<file path="src/rtl/demux_frame_sequencer.sv">
// demux_frame_sequencer: accepts a payload word and destination over valid/ready,
// serialises the payload MSB-first onto the demux data line while holding the
// demux select steady, and keeps a wrapping frame counter per channel.
// Optional feature macro: DEMUX_SEQ_PARITY_EN appends an even-parity bit to each frame.
module demux_frame_sequencer #(
  parameter int DATA_W     = 8,
  parameter int GAP_CYCLES = 1
) (
  input  logic              clk,
  input  logic              rst_n,
  input  logic              in_valid,
  output logic              in_ready,
  input  logic [1:0]        in_dest,
  input  logic [DATA_W-1:0] in_data,
  output logic              a,
  output logic [1:0]        sel,
  output logic              frame,
  output logic              done,
  output logic [7:0]        cnt0,
  output logic [7:0]        cnt1,
  output logic [7:0]        cnt2,
  output logic [7:0]        cnt3
);

  localparam int BW = $clog2(DATA_W);
  localparam logic [BW-1:0] BIT_LAST = BW'(DATA_W - 1);
  localparam logic [BW-1:0] BIT_PREV = BW'(DATA_W - 2);
  localparam logic [3:0]    GAP_LAST = (GAP_CYCLES == 0) ? 4'd0 : 4'(GAP_CYCLES - 1);

`ifdef DEMUX_SEQ_PARITY_EN
  typedef enum logic [1:0] {IDLE, SHIFT, PAR, GAP} state_e;
`else
  typedef enum logic [1:0] {IDLE, SHIFT, GAP} state_e;
`endif

  localparam state_e AFTER_FRAME = (GAP_CYCLES == 0) ? IDLE : GAP;

  state_e            state_q, state_d;
  logic [DATA_W-1:0] shift_q, shift_d;
  logic [BW-1:0]     bit_q, bit_d;
  logic [3:0]        gap_q, gap_d;
  logic [1:0]        sel_q, sel_d;
  logic              a_q, a_d;
  logic              frame_q, frame_d;
  logic              done_q, done_d;
  logic [7:0]        cnt_q [4];
  logic [7:0]        cnt_d [4];
  logic              accept;
`ifdef DEMUX_SEQ_PARITY_EN
  logic              par_q, par_d;
`endif

  assign in_ready = (state_q == IDLE) && rst_n;
  assign accept   = in_valid && in_ready;

  assign a     = a_q;
  assign sel   = sel_q;
  assign frame = frame_q;
  assign done  = done_q;
  assign cnt0  = cnt_q[0];
  assign cnt1  = cnt_q[1];
  assign cnt2  = cnt_q[2];
  assign cnt3  = cnt_q[3];

  // Next-state and registered-output logic; a/frame/done are computed one cycle
  // ahead so the registered versions line up with the bit currently on the line.
  // The shift register holds the payload already shifted by one because the MSB
  // goes straight to a_q on the accept edge.
  always_comb begin
    state_d = state_q;
    shift_d = shift_q;
    bit_d   = bit_q;
    gap_d   = gap_q;
    sel_d   = sel_q;
    a_d     = 1'b0;
    frame_d = 1'b0;
    done_d  = 1'b0;
    cnt_d   = cnt_q;
`ifdef DEMUX_SEQ_PARITY_EN
    par_d   = par_q;
`endif
    if (done_q) begin
      cnt_d[sel_q] = cnt_q[sel_q] + 8'd1;
    end
    unique case (state_q)
      IDLE: begin
        if (accept) begin
          state_d = SHIFT;
          shift_d = {in_data[DATA_W-2:0], 1'b0};
          bit_d   = '0;
          sel_d   = in_dest;
          a_d     = in_data[DATA_W-1];
          frame_d = 1'b1;
`ifdef DEMUX_SEQ_PARITY_EN
          par_d   = ^in_data;
`endif
        end
      end
      SHIFT: begin
        if (bit_q == BIT_LAST) begin
`ifdef DEMUX_SEQ_PARITY_EN
          state_d = PAR;
          a_d     = par_q;
          frame_d = 1'b1;
          done_d  = 1'b1;
`else
          state_d = AFTER_FRAME;
          gap_d   = '0;
`endif
        end else begin
          a_d     = shift_q[DATA_W-1];
          shift_d = {shift_q[DATA_W-2:0], 1'b0};
          bit_d   = bit_q + BW'(1);
          frame_d = 1'b1;
`ifndef DEMUX_SEQ_PARITY_EN
          done_d  = (bit_q == BIT_PREV);
`endif
        end
      end
`ifdef DEMUX_SEQ_PARITY_EN
      PAR: begin
        state_d = AFTER_FRAME;
        gap_d   = '0;
      end
`endif
      GAP: begin
        if (gap_q == GAP_LAST) begin
          state_d = IDLE;
        end else begin
          gap_d = gap_q + 4'd1;
        end
      end
      default: state_d = IDLE;
    endcase
  end

  // State and datapath registers with synchronous active-low reset; a reset
  // mid-frame clears done_q before it can bump a counter.
  always_ff @(posedge clk) begin
    if (!rst_n) begin
      state_q <= IDLE;
      shift_q <= '0;
      bit_q   <= '0;
      gap_q   <= '0;
      sel_q   <= 2'b00;
      a_q     <= 1'b0;
      frame_q <= 1'b0;
      done_q  <= 1'b0;
      for (int i = 0; i < 4; i++) cnt_q[i] <= 8'd0;
`ifdef DEMUX_SEQ_PARITY_EN
      par_q   <= 1'b0;
`endif
    end else begin
      state_q <= state_d;
      shift_q <= shift_d;
      bit_q   <= bit_d;
      gap_q   <= gap_d;
      sel_q   <= sel_d;
      a_q     <= a_d;
      frame_q <= frame_d;
      done_q  <= done_d;
      for (int i = 0; i < 4; i++) cnt_q[i] <= cnt_d[i];
`ifdef DEMUX_SEQ_PARITY_EN
      par_q   <= par_d;
`endif
    end
  end

endmodule
</file>
<file path="config.mk">
export PLATFORM = sky130hd
export DESIGN_NAME = demux_frame_sequencer
export DESIGN_NICKNAME = d
export VERILOG_FILES = /design/src/rtl/demux_frame_sequencer.sv
export SDC_FILE = /design/constraint.sdc
export NUM_CORES = 1
export LEC_CHECK = 0
export BUFFER_PORTS_ARGS = -buffer_cell sky130_fd_sc_hd__buf_4
export CAP_MARGIN = 20
export CORE_MARGIN = 1
export CORE_UTILIZATION = 60
export CTS_BUF_LIST = sky130_fd_sc_hd__clkbuf_4 sky130_fd_sc_hd__clkbuf_8
export CTS_CLUSTER_SIZE = 16
export DETAILED_ROUTE_END_ITERATION = 10
export PLACE_DENSITY = 0.9
export SLEW_MARGIN = 25
export SYNTH_ARGS = -nofsm -noshare
export SYNTH_HDL_FRONTEND = slang
export SYNTH_SLANG_ARGS = --single-unit
</file>
<file path="constraint.sdc">
create_clock -name clk -period 3.5 [get_ports clk]
set_input_delay 0.35 -clock clk [delete_from_list [all_inputs] [get_ports clk]]
set_output_delay 0.35 -clock clk [all_outputs]
set_load 0.02 [all_outputs]
</file>
==> impl_metrics.tcl, run 1 <==
set metrics [dict create \
    period_needed_ns 2.58 \
    final_cell_area_um2 2880 \
    synth_seq_cells 53 \
    die_area_um2 4250 \
    gr-total-overflow 0 \
    cts_made_buffers 5 \
    cts-hold-fix-buffers 0 \
    dpl_cell_area_um2 2750 \
    hold_viol_final 0 \
    grt_pass1_wl_um 8660 \
    worst-setup-path-type "flop to flop" \
    seq_area_frac_synth 0.443 \
    power_leakage_nw 1.35 \
    crit_path_end_kind "flop" \
    clk_latency_ns 0.31 \
    wire_per_inst_um 16.1 \
    cts_tree "built" \
    dr.pass1.iters 4 \
    reg2reg_slack_ns 0.92 \
    initial_utilization 0.640 \
    fp.dieH_um 65.2 \
    row_count 22 \
    cts_setup_buffers 0 \
    cp.required_ns 3.69 \
    timing.fmax_mhz 388 \
    htree_levels 2 \
    outcome "completed" \
    dp_hpwl_um 3560 \
    finalClockSkew_ns 0.0109 \
    drc 0 \
    gp_congestion 0.846 \
    rsz0062_at_grt "no" \
    relSlewSlack 0.272 \
    syn_inst 240 \
    synth.distinct_cells 43 \
    final-setup-viol-count 0 \
    cts-root-buf "clkbuf_8" \
    cellPowerDensity_nw_per_um2 394 \
    yosysWarnings 0 \
    die_w_um 65.2 \
    finalSetupTns_ns 0 \
    max_cap_viol_count 0 \
    io_pins 51 \
    num-fill-cells 274 \
    nNetsFinal 299 \
    syn_area_um2 2390 \
    path_clk_slew_ns 0.08 \
    cp_max_fo 14 \
    diodes 0 \
    viasPerCell 6.11 \
    holdCritPathClass "primary input to flop" \
    area_growth_pct 20.1 \
    ir_drop_mv 0.330 \
    grt_max_degree 54 \
    drive_gt1_frac 0.253 \
    min_period_over_period 0.737 \
    io_buffers 50 \
    core_area_um2 3740 \
    cts-resized-gates 0 \
    dr_total_vias 2010 \
    crit_path_start_kind "flop" \
    first_global_vias 1822 \
    cts.sinks 53 \
    grt_use_total 0.268 \
    syn_nets 259 \
    wl_um 5280 \
    antenna_found_initial 0 \
    postRouteAntennaNets 0 \
    avgSynthCellArea_um2 9.98 \
    crit_arrival_ns 2.77 \
    cts_buffer_depth 2 \
    drtIter0Drc 192 \
    tightestPinTransition_ns 1.09 \
    finalMaxSlewViolations 0 \
]
worst paths after layout:
check | startpoint | endpoint | cells past startpoint
worst min register to register | shift_q[4] | shift_q[4] | 1
worst max-delay path | sel[1] | cnt1[2] | 5
worst max register to register | sel[1] | cnt1[2] | 5
worst min-delay path | in_dest[0] | sel[0] | 3
power by group:
group / internal, W / leakage [nW] / switching, W / total, W
registers: 0.000615 / 0.429 / 0.0000151 / 0.000630
clock network: 0.000241 / 0.0619 / 0.000189 / 0.000430
logic: 0.0000372 / 0.856 / 0.0000360 / 0.0000732
sequential cells by signal, summed over array words and instances, names as in the netlist:
register / count
cnt0: 8
cnt1: 8
frame: 1
gap_q: 4
done: 1
a: 1
bit_q: 3
cnt2: 8
state_q: 2
shift_q: 7
cnt3: 8
sel: 2
layout by cell type, fill, tap and decap left out, drive strengths merged, types with 3 or more instances in the layout:
| cell | n |
|---|---|
| a21boi | 3 |
| and3 | 3 |
| nor2b | 6 |
| buf | 51 |
| a31oi | 12 |
| dfxtp | 53 |
| nand2b | 3 |
| nor2 | 9 |
| mux4 | 8 |
| clkbuf | 7 |
| a21oi | 9 |
| o211a | 14 |
| or3 | 3 |
| ha | 6 |
| nand3 | 3 |
| nand2 | 25 |
| xnor2 | 3 |
| mux2i | 10 |
| o21ai | 25 |
| inv | 6 |
layout make-up:
cell class,count,area [um^2],area share
Clock buffer,7,90.1,0.0313
Sequential cell,53,1060,0.369
Timing Repair Buffer,51,383,0.133
Multi-Input combinational cell,163,1230,0.428
Clock inverter,1,30.0,0.0104
Inverter,6,22.5,0.00783
Tap cell,48,60.1,0.0209
per-layer routing:
layer	GRT usage	up-vias	wire length, um
met5	0	-	0
met4	0.0951	0	53
met3	0.0608	4	349
met2	0.415	86	2590
met1	0.366	972	2290
li1	-	948	-
cell families (layout without fill, tap and decap cells):
group | after synthesis | in the layout | share of synthesized area
adder cells (fa/ha/maj) | 6 | 6 | 0.0313
XOR/XNOR | 5 | 5 | 0.0183
flip-flops | 53 | 53 | 0.443
AO/OA/AOI/OAI | 69 | 69 | 0.190
buffers and inverters | 24 | 65 | 0.0460
AND/OR/NAND/NOR | 65 | 65 | 0.148
multiplexers | 18 | 18 | 0.123
Yosys cell counts (all sizes together):
cell,n,area (um^2)
xor2,2,17.5
dfxtp,53,1060
a21boi,3,22.5
nand3,3,20.0
mux4,8,195
nand4b,1,8.76
buf,4,25.0
nor3b,2,15.0
and3b,1,10.0
nor2b,6,37.5
a31oi,12,75.1
a211o,1,8.76
and4,1,8.76
o21a,2,15.0
nand2b,3,18.8
or3,3,33.8
or2,1,6.26
nor2,9,33.8
clkbuf,14,62.6
and2,2,12.5
a21oi,9,45.0
xnor2,3,26.3
nand4,1,6.26
o211a,14,140
o21ai,25,125
nor3,1,5.00
ha,6,75.1
nand2,25,93.8
nor4bb,1,10.0
inv,6,22.5
nor4,1,6.26
a32oi,1,8.76
mux2i,10,100
a22oi,1,7.51
a21o,1,7.51
and3,3,20.0
nand3b,1,7.51
critical path: stages (launching register included):
cell and delay, ns:
dfxtp_1 0.76, mux4_1 0.81, ha_1 0.30, xnor2_1 0.34, nand2_1 0.11, o211a_1 0.15
per-stage QoR:
| stage | util | hold slack [ns] | power [W] | setup slack [ns] | instances |
|---|---|---|---|---|---|
| 6_report | 0.768 | 0.248 | 0.00113 | 0.921 | 329 |
| 5_1_grt | 0.768 | 0.283 | 0.00118 | 0.741 | 329 |
| 4_1_cts | 0.767 | 0.241 | 0.00114 | 0.950 | 329 |
| 3_5_place_dp | 0.735 | 0.487 | 0.000716 | 0.999 | 321 |
| 3_3_place_gp | 0.735 | 0.476 | 0.000714 | 1.07 | 321 |
| 2_1_floorplan | - | 0.454 | 0.000696 | 1.44 | 240 |
(Power assumes the default switching activity.)
==> run 2: changes to the inputs <==
--- a/config.mk
+++ b/config.mk
@@ -8,11 +8,11 @@
 export BUFFER_PORTS_ARGS = -buffer_cell sky130_fd_sc_hd__buf_4
 export CAP_MARGIN = 20
 export CORE_MARGIN = 1
-export CORE_UTILIZATION = 60
+export CORE_UTILIZATION = 51
 export CTS_BUF_LIST = sky130_fd_sc_hd__clkbuf_4 sky130_fd_sc_hd__clkbuf_8
 export CTS_CLUSTER_SIZE = 16
 export DETAILED_ROUTE_END_ITERATION = 10
-export PLACE_DENSITY = 0.9
+export PLACE_DENSITY = 0.81
 export SLEW_MARGIN = 25
 export SYNTH_ARGS = -nofsm -noshare
 export SYNTH_HDL_FRONTEND = slang
==> constraint.sdc (replaced) <==
create_clock -name clk -period 2.15 [get_ports clk]
set_input_delay 0.215 -clock clk [delete_from_list [all_inputs] [get_ports clk]]
set_output_delay 0.215 -clock clk [all_outputs]
set_load 0.02 [all_outputs]
==> impl_metrics.tcl, run 2 (synthesis gave the netlist of run 1 again) <==
set metrics [dict create \
    layout_commonest_cell "buf_4" \
    cts_tree "built" \
    finalSetupTns_ns 0 \
    path_clk_slew_ns 0.10 \
    max_stage_delay_ns 0.66 \
    r2r-start "sel[1]" \
    num-fill-cells 364 \
    cts_made_buffers 5 \
    postRouteAntennaNets 0 \
    holdCritPathClass "primary input to flop" \
    area_growth_pct 22.9 \
    dp_slack_ns 0.171 \
    wl_um 5210 \
    cts-root-buf "clkbuf_8" \
    hold_viol_final 0 \
    hold_depth 3 \
    dr.pass1.iters 7 \
    cts_buffer_depth 2 \
    cts.sinks 53 \
    finalMaxSlewViolations 0 \
    timing.fmax_mhz 486 \
    dr_total_vias 1999 \
    postLayoutSetupSlackWorst_ns 0.0925 \
    min_to "sel[0]" \
    cts_setup_buffers 0 \
    clk_latency_ns 0.30 \
    grt_use_total 0.217 \
    crit_buf_inv 1 \
    reg2reg_slack_ns 0.09 \
    wire_per_inst_um 15.2 \
    cts-hold-fix-buffers 0 \
    final-setup-viol-count 0 \
    final_cell_mix "buf_4, dfxtp_1, nand2_1, o21ai_0, o211a_1" \
    cellPowerDensity_nw_per_um2 633 \
    worst-setup-path-type "flop to flop" \
    ir_drop_mv 0.420 \
    min_period_over_period 0.957 \
    finalClockSkew_ns 0.00447 \
    initial_utilization 0.539 \
    viasPerCell 5.85 \
    fp.dieH_um 70.5 \
    htree_levels 2 \
    grt_max_degree 53 \
    nNetsFinal 308 \
    cp_slowest_cell "mux4_1" \
    cp.required_ns 2.38 \
    dp_hpwl_um 3550 \
    diodes 0 \
    io_pins 51 \
    relSlewSlack 0.633 \
    reg2regPathDepth 5 \
    reg2reg_to "cnt2[5]" \
    die_w_um 70.5 \
    io_buffers 50 \
    core_area_um2 4440 \
    cp_top_family "multiplexers" \
    max_cap_viol_count 0 \
    tightestPinTransition_ns 0.545 \
    crit_path_end_kind "flop" \
    first_global_vias 1765 \
    outcome "complete, but fails checks" \
    grt_pass1_wl_um 8450 \
    hp-start "in_dest[0]" \
    crit_arrival_ns 2.29 \
    crit_path_start_kind "flop" \
    power_leakage_nw 1.39 \
    cts-resized-gates 0 \
    gp_congestion 0.779 \
    gr-total-overflow 0 \
    die_area_um2 4970 \
    cp_max_fo 7 \
    drive_gt1_frac 0.272 \
    antenna_found_initial 0 \
    rsz0062_at_grt "no" \
    drc 6 \
    period_needed_ns 2.06 \
    row_count 24 \
    violations "design-rule violations" \
    drtIter0Drc 119 \
    cp_cell_sequence "buf_4 > mux4_1 > nand3_2 > o21ai_0 > a31oi_1" \
]
-- run 2: changes by cell type in the layout (fill, tap and decap cells not counted), sizes merged --
cell	delta
clkbuf	-1
clkinvlp	+1
buf	+9
-- run 2: cell type report --
| cell class | count | area [um^2] | area share |
|---|---|---|---|
| clock buffer | 6 | 82.6 | 0.0281 |
| tap | 52 | 65.1 | 0.0221 |
| multi-input combinational | 163 | 1220 | 0.416 |
| sequential | 53 | 1060 | 0.361 |
| timing repair buffer | 60 | 450 | 0.153 |
| inverter | 6 | 22.5 | 0.00765 |
| clock inverter | 2 | 37.5 | 0.0128 |
-- run 2: worst min-delay path: cells and delay by family --
family | cells | cell delay (ns)
AO/OA/AOI/OAI | 1 | 0.05
AND/OR/NAND/NOR | 1 | 0.03
buffers and inverters | 1 | 0.07
-- run 2: worst max path at each step --
stage,startpoint,slack (ns),cells after the start,end
floorplan,sel[1],0.09,6,cnt3[2]
global placement,sel[1],0.26,5,cnt2[3]
detailed placement,sel[1],0.17,5,cnt3[3]
CTS,sel[1],0.13,5,cnt2[5]
global route,sel[1],0.007,5,cnt2[5]
finish,sel[1],0.09,5,cnt2[5]
-- run 2: routing by layer --
metal | global-route usage | wire [um]
met5 | 0 | 0
met4 | 0.0839 | 68
met1 | 0.307 | 2370
met3 | 0.0462 | 406
met2 | 0.325 | 2370
-- run 2: metrics by stage --
| step | instances | util | hold slack (ns) | total power (W) | instance area (um^2) |
|---|---|---|---|---|---|
| 5_1_grt | 342 | 0.662 | 0.0965 | 0.00193 | 2940 |
| 3_3_place_gp | 334 | 0.635 | 0.415 | 0.00117 | 2820 |
| 3_5_place_dp | 334 | 0.635 | 0.417 | 0.00118 | 2820 |
| 2_1_floorplan | 240 | - | 0.324 | 0.00113 | 2390 |
| 6_report | 342 | 0.662 | 0.0997 | 0.00186 | 2940 |
| 4_1_cts | 342 | 0.662 | 0.0936 | 0.00187 | 2940 |
-- run 2: power by group --
part / switching, W / leakage [nW] / total [W] / internal [W]
Clock: 0.000331 / 0.0574 / 0.000710 / 0.000379
Sequential: 0.0000164 / 0.429 / 0.00102 / 0.00100
Combinational: 0.0000666 / 0.902 / 0.000135 / 0.0000685
